==> src/rtl/vehicle_sensor_conditioner.sv <==
// vehicle_sensor_conditioner
//
// Front end for the traffic light controller's side-road vehicle request.
// The raw loop-detector level is synchronised, debounced and qualified for a
// minimum presence time. The resulting request is held until the controller
// grants side green. The block also flags a detector stuck high and keeps a
// wrapping count of qualified vehicles.
//
// Ports:
//   i_clk            system clock, all state on the rising edge
//   i_reset          asynchronous, active-high reset
//   i_sensor_raw     raw detector level, asynchronous to i_clk
//   i_Side_green     side-road green lamp fed back from the controller
//   o_Vs             registered vehicle request to the controller
//   o_fault          registered, high while the detector is considered stuck
//   o_vehicle_count  registered 8-bit count of qualified vehicles, wraps
module vehicle_sensor_conditioner #(
    parameter int DEBOUNCE_CYCLES = 4,
    parameter int MIN_PRESENCE    = 8,
    parameter int STUCK_LIMIT     = 1000
) (
    input  logic       i_clk,
    input  logic       i_reset,
    input  logic       i_sensor_raw,
    input  logic       i_Side_green,
    output logic       o_Vs,
    output logic       o_fault,
    output logic [7:0] o_vehicle_count
);

    localparam int DC_W = $clog2(DEBOUNCE_CYCLES + 1);
    localparam int QC_W = $clog2(MIN_PRESENCE + 1);
    localparam int SC_W = $clog2(STUCK_LIMIT + 1);

    localparam logic [DC_W-1:0] DC_LAST = DC_W'(DEBOUNCE_CYCLES - 1);
    localparam logic [QC_W-1:0] QC_LAST = QC_W'(MIN_PRESENCE - 1);
    localparam logic [SC_W-1:0] SC_LAST = SC_W'(STUCK_LIMIT - 1);

    typedef enum logic [2:0] {
        IDLE,
        QUALIFY,
        REQUEST,
        SERVING,
        STUCK
    } state_t;

    logic            s1;
    logic            s2;
    logic            deb;
    logic [DC_W-1:0] dc;
    logic [SC_W-1:0] sc;
    logic [QC_W-1:0] qc;
    state_t          state;
    state_t          state_next;
    logic            stuck_hit;

    // Synchroniser, debouncer and stuck-high counter.
    // NOTE: every flop is cleared by reset; there is no memory array here, so
    // nothing is left to power up as X.
    always_ff @(posedge i_clk or posedge i_reset) begin
        if (i_reset) begin
            s1  <= 1'b0;
            s2  <= 1'b0;
            deb <= 1'b0;
            dc  <= '0;
            sc  <= '0;
        end else begin
            // NOTE: non-blocking assignments let s2 take the old s1, which is
            // exactly the two-stage synchroniser behaviour.
            s1 <= i_sensor_raw;
            s2 <= s1;

            // The level flips only after s2 has disagreed for the full window.
            if (s2 != deb) begin
                if (dc == DC_LAST) begin
                    deb <= s2;
                    dc  <= '0;
                end else begin
                    dc <= dc + DC_W'(1);
                end
            end else begin
                dc <= '0;
            end

            // Continuous-high time, saturating so the stuck flag stays asserted.
            if (!deb) begin
                sc <= '0;
            end else if (sc != SC_LAST) begin
                sc <= sc + SC_W'(1);
            end
        end
    end

    assign stuck_hit = deb && (sc == SC_LAST);

    always_comb begin
        // NOTE: default assignment first so no path leaves state_next
        // unassigned, which would otherwise infer a latch.
        state_next = state;
        if (stuck_hit && (state != STUCK)) begin
            // Stuck entry overrides every per-state rule.
            state_next = STUCK;
        end else begin
            unique case (state)
                IDLE:    if (deb) state_next = QUALIFY;
                QUALIFY: begin
                    if (!deb)               state_next = IDLE;
                    else if (qc == QC_LAST) state_next = REQUEST;
                end
                // Latched request: the detector level is ignored until green.
                REQUEST: if (i_Side_green)  state_next = SERVING;
                SERVING: if (!i_Side_green) state_next = IDLE;
                STUCK:   if (!deb)          state_next = IDLE;
                default:                    state_next = IDLE;
            endcase
        end
    end

    // State register, presence counter and outputs decoded from the next state.
    always_ff @(posedge i_clk or posedge i_reset) begin
        if (i_reset) begin
            state           <= IDLE;
            qc              <= '0;
            o_Vs            <= 1'b0;
            o_fault         <= 1'b0;
            o_vehicle_count <= 8'd0;
        end else begin
            state <= state_next;

            if (state_next == QUALIFY) begin
                qc <= (state == QUALIFY) ? qc + QC_W'(1) : '0;
            end

            if ((state == QUALIFY) && (state_next == REQUEST)) begin
                o_vehicle_count <= o_vehicle_count + 8'd1;
            end

            unique case (state_next)
                REQUEST: begin o_Vs <= 1'b1; o_fault <= 1'b0; end
                // While served, keep requesting as long as a vehicle is present
                // so the controller can extend side green.
                SERVING: begin o_Vs <= deb;  o_fault <= 1'b0; end
                // Fail safe: a stuck detector still requests the side road.
                STUCK:   begin o_Vs <= 1'b1; o_fault <= 1'b1; end
                default: begin o_Vs <= 1'b0; o_fault <= 1'b0; end
            endcase
        end
    end

endmodule

==> config.mk <==
export PLATFORM = sky130hd
export DESIGN_NAME = vehicle_sensor_conditioner
export DESIGN_NICKNAME = d
export VERILOG_FILES = /design/src/rtl/vehicle_sensor_conditioner.sv
export SDC_FILE = /design/constraint.sdc
export NUM_CORES = 1
export LEC_CHECK = 0
export ABC_CLOCK_PERIOD_IN_PS = 2200
export CORE_MARGIN = 5
export CORE_UTILIZATION = 31
export CTS_BUF_LIST = sky130_fd_sc_hd__clkbuf_4 sky130_fd_sc_hd__clkbuf_8
export DETAILED_ROUTE_END_ITERATION = 8
export HOLD_SLACK_MARGIN = 0.1
export MAX_ROUTING_LAYER = met4
export PLACE_DENSITY = 0.46
export SYNTH_ARGS = -nofsm -noshare
export SYNTH_HDL_FRONTEND = slang
export SYNTH_SLANG_ARGS = --single-unit
==> constraint.sdc <==
create_clock -name i_clk -period 2.2 [get_ports i_clk]
set_input_delay 0.44 -clock i_clk [delete_from_list [all_inputs] [get_ports i_clk]]
set_output_delay 0.44 -clock i_clk [all_outputs]
set_load 0.1 [all_outputs]
==> results by group, run 1 <==
Flow run
  • Max-cap check violation count: 0

Clock tree
  • Postcts setup bufs: 0
  • Longest Clk Path Bufs: 2
  • CTS tree: done
  • Hold_buf cts: 0
  • Clk_lat worst skew: approximately 280 ps
  • Clk sink count: 33
  • TritonCTS buffer count: 5
  • CTS clock-pin slew for the worst setup and hold paths: 70 ps
  • Clock root cell: clkbuf_8
  • CTS-repair resized insts: 0
  • H-tree Lvls: 2

Global route
  • Vias in the first global route: 1086
  • Met2 Use GR: 17.1%
  • Initial antenna violation count: 0
  • First-pass GRT wire length: 5.35 mm
  • GR peak layer: met2
  • Met3 usage: 3.66%
  • GRT Residual Overflow: 0
  • Met1 usage: between 10% and 20%
  • Tot GR Track Use: 11.2%
  • Pin count of the biggest net entering global routing: 34

Route
  • DR iter-0 viols: 41
  • Detailed-route vias per instance: 5.02
  • Routed WL: 3.23 mm
  • DRC Markers: 0
  • DR pass1 iterations: 5
  • Post-DRT Antenna Nets: 0
  • Via count: 1174
  • Routed length per instance: roughly 14 microns

Critical path
  • Crit path cell chain: or3b_1 > or3_1 > and3_1 > o22ai_1
  • Setup crit end kind: register
  • Max FO, Critical Path: 7
  • Critical-path top delay cell: or3_1
  • Slowest Stage Delay on Critical Path: ~500 ps
  • Critical path type: register to register
  • R2R cell count: 4
  • Crit path launch type: register
  • Critical path data required time: roughly 2400 ps
  • Data arrival, critical path: 1970 ps

STA
  • Fin. Hold Viols: 0
  • FMAX: 565 MHz
  • Max-slew violations: 0
  • Fin crit share: 80.4%
  • Setup violations, final: 0
  • Headroom to the max-slew limit: a little over two thirds
  • RSZ-0062 raised after global routing: no
  • Fin crit period: 1770 ps
  • Clk_skew: 8.22 ps
  • Final worst setup slack: approximately 430 ps
  • Setup TNS: 0 ps
  • Worst-margin pin slew: approximately 460 ps

Finish
  • Commonest non-fill, non-tap cells in the layout: dfrtp_1, nand2_1, buf_4
  • Most common cell after layout, fill and taps aside: dfrtp_1
  • ANT cells: 0
  • Fillers: 477
  • P&R area growth vs syn: 17.4%
  • Proportion of layout cells with a drive suffix above 1: roughly 14%
  • Final Net Count: 174
  • Final core utilization: between 30% and 40%

Synthesis
  • Predominant post-synthesis flop cell: dfrtp_1
  • Post-synth ARST share: 100%
  • Yosys warning count: 0
  • Register area share after synthesis: 52.9%
  • Post-Syn Nets: roughly 160
  • Syn Area/Cell: 10.6 sq um
  • FF+latch count, synth: 33
  • Cell count after synthesis: around 150
  • Number of synthesized flops with an enable pin: 0
  • Synthesized area: 1560 sq um
  • Yosys cell types: 39

Pwr
  • Int Power: 1.01 mW
  • Peak VDD IR: 0.334 mV
  • Clock power share: a little under a third
  • NetSw: between 400 and 500 uW
  • Register share of total power: 52.1%
  • Leakage: just over 0.8 nW
  • Power Density: 790 nW/um^2
  • Sw Ratio: 30.3%
  • Comb power frac: 16.8%

Die
  • Die height: around 81 microns
  • Die Wd: 81.0 microns
  • Starting density of the core: 32.4%
  • CORE AREA: 4820 sq um
  • Row cnt: 25
  • Die footprint: 6560 sq um
  • IO Pins: 14

Placed design
  • Final Wtd Congestion: 0.816
  • Hpwl dp: 2.24 mm
  • # port buffers: 13
  • Setup WS pre-CTS: 312 ps

Status
  • Status: finished clean

Worst hold path
  • Hold path depth: 0
  • Hold WC Path Type: register to register
## synth_stat cells (all sizes together), types with 3 or more instances
cell type	count	area [sq um]
o21ai	9	45.0
xor2	8	70.1
nand2	13	48.8
dfrtp	33	826
nor4	3	18.8
nor2	8	30.0
nand4	5	31.3
buf	3	15.0
nand3	5	25.0
ha	4	50.1
a21oi	8	40.0
or3	6	37.5
nor3b	4	35.0
nor3	5	25.0
inv	5	18.8
xnor2	4	35.0
nor2b	4	25.0
## worst max-delay path, delay by kind of cell (launching register included)
kind            cells  cell delay [ps]
simple gates        3             1100
flops               1              440
compound gates      1              140
## final cells by class
type | instances | area (sq um) | area share (%)
Clock buffer | 6 | 76.3 | 4.16
Clock inverter | 2 | 10.0 | 0.546
Inverter | 5 | 18.8 | 1.02
Multi-Input combinational cell | 106 | 698 | 38.1
Sequential cell | 33 | 826 | 45.1
Tap cell | 67 | 83.8 | 4.57
Timing Repair Buffer | 15 | 120 | 6.55
## layer usage
layer / wire length (microns) / vias to the layer above
met5: 0 / -
met4: 34 / 0
met3: 167 / 5
met2: 1540 / 29
met1: 1490 / 571
li1: - / 569
## final timing paths
path                         start            endpoint  slack, ps
setup / recovery             sc[3]                o_Vs        430
hold reg to reg                 s1                  s2        350
hold / removal                  s1                  s2        350
min in group asynchronous  i_reset               qc[1]        550
max in group asynchronous  i_reset  o_vehicle_count[0]       1340
setup reg to reg             sc[3]                o_Vs        430
## state kept, by name (all words and copies together), names as in the netlist
register,flops
sc,10
dc,3
deb,1
o_fault,1
o_Vs,1
s2,1
state,3
s1,1
o_vehicle_count,8
qc,4
## through the flow
stage	instance area, sq um	total power [mW]	hold slack (ps)	cells
5_1_grt	1830	1.56	357	234
2_1_floorplan	1560	0.949	331	148
3_3_place_gp	1750	1.01	337	226
3_5_place_dp	1750	1.01	341	226
4_1_cts	1830	1.48	356	234
6_report	1830	1.45	353	234
## power by group through the flow
stage               clock (mW)  combinational [mW]  sequential, mW
floorplan                    0               0.217           0.731
global placement             0               0.243           0.766
detailed placement           0               0.247           0.767
CTS                      0.473               0.250           0.755
finish                   0.451               0.244           0.755
global route             0.497               0.296           0.763
## kinds of logic after synthesis
logic type / Yosys count / synth area share (%)
adder cells (fa/ha/maj): 4 / 3.21
XOR/XNOR: 12 / 6.73
AO/OA/AOI/OAI: 25 / 9.30
AND/OR/NAND/NOR: 64 / 24.8
flip-flops: 33 / 52.9
buffers and inverters: 9 / 2.40
multiplexers: 1 / 0.721
(Power assumes the default switching activity.)
==> run 2, diff against run 1 <==
--- a/config.mk
+++ b/config.mk
@@ -5,14 +5,14 @@
 export SDC_FILE = /design/constraint.sdc
 export NUM_CORES = 1
 export LEC_CHECK = 0
-export ABC_CLOCK_PERIOD_IN_PS = 2200
+export ABC_CLOCK_PERIOD_IN_PS = 1550
 export CORE_MARGIN = 5
 export CORE_UTILIZATION = 31
 export CTS_BUF_LIST = sky130_fd_sc_hd__clkbuf_4 sky130_fd_sc_hd__clkbuf_8
 export DETAILED_ROUTE_END_ITERATION = 8
 export HOLD_SLACK_MARGIN = 0.1
 export MAX_ROUTING_LAYER = met4
-export PLACE_DENSITY = 0.46
+export PLACE_DENSITY = 0.48
 export SYNTH_ARGS = -nofsm -noshare
 export SYNTH_HDL_FRONTEND = slang
 export SYNTH_SLANG_ARGS = --single-unit
==> constraint.sdc (replaced) <==
create_clock -name i_clk -period 1.55 [get_ports i_clk]
set_input_delay 0.31 -clock i_clk [delete_from_list [all_inputs] [get_ports i_clk]]
set_output_delay 0.31 -clock i_clk [all_outputs]
set_load 0.1 [all_outputs]
==> run 2 against run 1 <==
  * The flow now finishes with violations (setup timing)
  * Clock power up 59%
  * Clock skew fell by 5.0 ps
  * Final cell count rose by 14%
  * Core utilization up 13 points
  * Die area is the same
  * Flip-flop and latch count did not move
  * Critical path depth increased by 1
  * Routed wire length grew 16%
  * Count of clock-buffer cells in the layout rose by 1
  * Final area is 34% higher
  * Sequential power rose by 38%
  * Critical endpoint is now o_vehicle_count[7]
==> results by group, run 2 (synthesis gave the netlist of run 1 again) <==
Status
  • Status: complete, but fails checks
  • Violated checks: setup timing

Clock tree
  • Longest Clk Path Bufs: 2
  • CTS tree: done
  • Clk_lat worst skew: 280 ps
  • TritonCTS buffer count: 5
  • H-tree Lvls: 2
  • Clock root cell: clkbuf_8
  • Clk sink count: 33
  • CTS clock-pin slew for the worst setup and hold paths: around 70 ps

Critical path
  • Critical path type: register to register
  • Max FO, Critical Path: 4
  • Critical-path top delay cell: dfrtp_1
  • Worst path bufs/invs: 1
  • CP delay by family, top: simple AND/OR/NAND/NOR gates
  • Data arrival, critical path: 1820 ps
  • Setup crit end kind: register
  • Slowest Stage Delay on Critical Path: 420 ps
  • Crit path cell chain: or3b_4 > nor4b_4 > buf_6 > nor4_4 > xor2_1
  • Critical path data required time: 1760 ps
  • Crit path launch type: register

Pwr
  • Peak VDD IR: 0.478 mV
  • Comb power frac: 29.9%
  • Register share of total power: 41.5%
  • NetSw: ~740 uW
  • Power Density: roughly 1000 nW/um^2
  • Int Power: approximately 1.8 mW
  • Sw Ratio: 29.6%
  • Leakage: 1.07 nW
  • Clock power share: 28.6%

Finish
  • Commonest non-fill, non-tap cells in the layout: buf_4, dfrtp_1, buf_12
  • Largest register FFs: 10
  • Final Net Count: 207
  • ANT cells: 0
  • Most common cell after layout, fill and taps aside: buf_4
  • P&R area growth vs syn: 57.6%
  • Proportion of layout cells with a drive suffix above 1: 45.5%
  • Final core utilization: 51.1%
  • Biggest regs: sc: 10 flops, o_vehicle_count: 8 flops, qc: 4 flops
  • Largest Register: sc

STA
  • Setup TNS: -247 ps
  • Fin. Hold Viols: 0
  • Fin crit share: 104%
  • Max-slew violations: 0
  • Setup violations, final: 8
  • Headroom to the max-slew limit: 81.3%
  • RSZ-0062 raised after global routing: yes
  • Final worst setup slack: -57.2 ps
  • Clk_skew: 3.17 ps
  • Fin crit period: 1610 ps
  • FMAX: 622 MHz
  • Worst-margin pin slew: between 200 and 300 ps

Placed design
  • Hpwl dp: 2.54 mm
  • Setup WS pre-CTS: -155 ps
  • # port buffers: 13
  • Final Wtd Congestion: 0.765

Route
  • Via count: 1288
  • Post-DRT Antenna Nets: 0
  • DR iter-0 viols: 43
  • Routed length per instance: 14.0 microns
  • DRC Markers: 0
  • Detailed-route vias per instance: between 4 and 5
  • DR pass1 iterations: 4
  • Routed WL: roughly 3.7 mm

Global route
  • Pin count of the biggest net entering global routing: 34
  • GRT Residual Overflow: 0
  • Tot GR Track Use: about 13%
  • Initial antenna violation count: 0
  • Vias in the first global route: 1326
  • First-pass GRT wire length: 6.31 mm

Die
  • Die Wd: 81.0 microns
  • Die height: 81.0 microns
  • IO Pins: 14
  • Die footprint: ~6600 sq um
  • Row cnt: 25
  • CORE AREA: between 4000 and 5000 sq um
  • Starting density of the core: 32.4%

Flow run
  • Max-cap check violation count: 0

Worst hold path
  • Hold WC Path Type: register to register
==> run 2: cell count changes in the layout (fill, tap and decap cells not counted), moves of 4 or more <==
cell,previous run,this run
buf_12,0,12
buf_4,12,30
dfrtp_1,33,26
dfrtp_2,0,4
nand2_1,13,8
nand2_2,0,4
==> run 2: power groups by stage <==
stage	registers, mW	clock network, mW	logic, mW
after detailed placement	1.04	0	0.585
after CTS	1.03	0.747	0.640
after global routing	1.05	0.775	0.835
final	1.04	0.716	0.750
after floorplan	1.04	0	0.312
after global placement	1.04	0	0.559
==> run 2: timing repair <==
action	CTS	global route
gates cloned	0	0
buffers inserted	6	3
pin swaps	14	17
gates resized for setup	18	20
setup endpoints to repair	18	20
hold buffers	0	0
==> run 2: through the flow <==
stage	area, sq um	total power [mW]	hold WS [ps]	instances
finish	2460	2.50	350	267
global placement	2090	1.59	339	250
global route	2460	2.66	357	267
detailed placement	2090	1.62	337	250
CTS	2340	2.41	352	264
floorplan	1590	1.35	331	148
==> run 2: cell type report <==
cell class                      instances  area (sq um)
Clock buffer                            7          96.3
Clock inverter                          1          5.00
Fill cell                             430          2360
Inverter                                5          18.8
Multi-Input combinational cell        106           886
Sequential cell                        33           842
Tap cell                               67          83.8
Timing Repair Buffer                   48           529
==> run 2: final timing paths <==
| check | to | slack (ps) | from | cells after the start |
|---|---|---|---|---|
| max | o_vehicle_count[7] | -60 | state[0] | 5 |
| min | s2 | 350 | s1 | 0 |
| max reg2reg | o_vehicle_count[7] | -60 | state[0] | 5 |
| min reg2reg | s2 | 350 | s1 | 0 |
| max in group asynchronous | o_vehicle_count[4] | 1000 | i_reset | 3 |
| min in group asynchronous | qc[1] | 360 | i_reset | 3 |
==> run 2: layer usage <==
| layer | vias to the layer above | wire, microns | track usage, % |
|---|---|---|---|
| met5 | - | 0 | - |
| met4 | 0 | 65 | 6.42 |
| met3 | 7 | 97 | 3.66 |
| met2 | 12 | 1840 | 19.8 |
| met1 | 632 | 1730 | 15.8 |
| li1 | 637 | - | - |
==> run 3, diff against run 2 <==
--- a/config.mk
+++ b/config.mk
@@ -13,6 +13,7 @@
 export HOLD_SLACK_MARGIN = 0.1
 export MAX_ROUTING_LAYER = met4
 export PLACE_DENSITY = 0.48
+export SETUP_SLACK_MARGIN = 0.02
 export SYNTH_ARGS = -nofsm -noshare
 export SYNTH_HDL_FRONTEND = slang
 export SYNTH_SLANG_ARGS = --single-unit
==> run 3 against run 2 <==
  * Core utilization is 0.96 points higher
  * First-iteration DRC count is 40% higher
  * Critical path type unchanged
  * Clock skew is 5.3 ps higher
  * Critical path depth stayed put
  * Final cell count is 0.37% lower
  * The run still ends with setup timing left
  * Clock power is 21% higher
  * Maximum frequency is 1.0% lower
  * Non-clock buffer count is 1 lower
  * Highest routed layer unchanged
  * Worst hold slack worse by 3.0 ps
  * Global-route usage is 0.22 points higher
==> results by group, run 3 (synthesis gave the netlist of run 1 again) <==
STA
  • Worst-margin pin slew: 287 ps
  • Max-slew violations: 0
  • FMAX: 616 MHz
  • Final worst setup slack: -73.9 ps
  • Fin crit share: 105%
  • Setup TNS: -460 ps
  • Fin crit period: 1620 ps
  • Setup violations, final: 11
  • Clk_skew: 8.51 ps
  • Headroom to the max-slew limit: between 80% and 90%
  • Fin. Hold Viols: 0
  • RSZ-0062 raised after global routing: yes

Route
  • Detailed-route vias per instance: 4.97
  • Routed length per instance: 14.4 microns
  • Via count: 1322
  • Post-DRT Antenna Nets: 0
  • DRC Markers: 0
  • DR pass1 iterations: 4
  • DR iter-0 viols: 60
  • Routed WL: 3.82 mm

Finish
  • Final core utilization: 52.1%
  • Largest register FFs: 10
  • Most common cell after layout, fill and taps aside: buf_4
  • Largest Register: sc
  • Biggest regs: sc: 10 flops, o_vehicle_count: 8 flops, qc: 4 flops
  • Proportion of layout cells with a drive suffix above 1: 47.2%
  • P&R area growth vs syn: 60.6%
  • Final Net Count: between 200 and 250
  • Commonest non-fill, non-tap cells in the layout: buf_4, dfrtp_1, buf_12
  • ANT cells: 0

Critical path
  • Crit path cell chain: ha_2 > and4b_2 > nand2_2 > nor2_4 > mux2_1
  • Max FO, Critical Path: 4
  • CP delay by family, top: simple AND/OR/NAND/NOR gates
  • Critical path data required time: approximately 1700 ps
  • Setup crit end kind: register
  • Worst path bufs/invs: 0
  • Slowest Stage Delay on Critical Path: 360 ps
  • Critical path type: register to register
  • Critical-path top delay cell: dfrtp_1
  • Data arrival, critical path: 1790 ps
  • Crit path launch type: register

Clock tree
  • CTS clock-pin slew for the worst setup and hold paths: 70 ps
  • Longest Clk Path Bufs: 2
  • Hold_buf cts: 0
  • Clk_lat worst skew: 290 ps
  • CTS tree: done
  • H-tree Lvls: 2
  • Clk sink count: 33
  • Clock root cell: clkbuf_8
  • TritonCTS buffer count: 5

Global route
  • First-pass GRT wire length: 6.31 mm
  • GRT Residual Overflow: 0
  • Vias in the first global route: between 1000 and 1500
  • Tot GR Track Use: a little over an eighth
  • Pin count of the biggest net entering global routing: 34
  • Initial antenna violation count: 0

Status
  • Violated checks: setup timing
  • Status: complete, but fails checks

Worst hold path
  • Hold WC Path Type: primary input to asynchronous set/reset pin

Die
  • Row cnt: 25
  • IO Pins: 14
  • Die height: 81.0 microns
  • Die footprint: about 6600 sq um
  • Die Wd: 81.0 microns
  • Starting density of the core: roughly 32%
  • CORE AREA: around 4800 sq um

Placed design
  • # port buffers: 13
  • Final Wtd Congestion: 0.764
  • Hpwl dp: 2.50 mm
  • Setup WS pre-CTS: -153 ps

Pwr
  • Leakage: 1.07 nW
  • Power Density: 1050 nW/um^2
  • Design Power: 2.63 mW
  • Peak VDD IR: 0.469 mV

Flow run
  • Max-cap check violation count: 0
[run 3: cell types whose count changed in the layout (fill, tap and decap cells not counted), sizes merged]
cell / delta
buf: -1
bufinv: +1
clkinv: -1
[run 3: path summary, 6_finish.rpt]
check,from,end,slack (ps),cells past startpoint
max in group asynchronous,i_reset,o_vehicle_count[0],990,3
worst max register to register,qc[0],o_vehicle_count[1],-70,5
worst min-delay path,i_reset,qc[0],350,3
worst min register to register,s1,s2,350,0
worst max-delay path,qc[0],o_vehicle_count[1],-70,5
min in group i_clk,s1,s2,350,0
[run 3: worst register-to-register path: stages, from the launching register on]
cell	delay (ps)
dfrtp_1	360
ha_2	190
and4b_2	300
nand2_2	160
nor2_4	170
mux2_1	320
[run 3: metal layers]
metal	GRT usage (%)	up-vias	share of wire, %
met1	16.6	669	46
met2	20.4	12	50
met5	-	-	0
met4	4.22	0	1.4
li1	-	635	-
met3	3.99	6	2.7
[run 3: final cells by class]
type / count / area, sq um
flip-flops and latches: 33 / 842
clock inverters: 1 / 30.0
clock buffers: 7 / 90.1
inverters: 5 / 18.8
repair buffers: 47 / 526
fillers: 444 / 2310
well taps: 67 / 83.8
multi-input cells: 106 / 917
[run 3: stage by stage]
| stage | hold slack, ps | area, sq um | cells |
|---|---|---|---|
| floorplan | 331 | 1590 | 148 |
| global placement | 339 | 2090 | 250 |
| detailed placement | 336 | 2090 | 250 |
| CTS | 352 | 2410 | 264 |
| global route | 360 | 2510 | 266 |
| finish | 347 | 2510 | 266 |
[run 3: power by group]
part	leakage, nW	switching, mW	internal (mW)	total (mW)
combinational	0.575	0.368	0.365	0.732
clock	0.0619	0.321	0.542	0.863
sequential	0.436	0.0706	0.960	1.03
total	1.07	0.759	1.87	2.63
[run 3: what timing repair did]
action,in CTS,in global routing
resized for setup,28,17
endpoints found under the setup margin,18,21
pin swaps,16,15
hold endpoints to repair,0,0
setup buffers,6,2
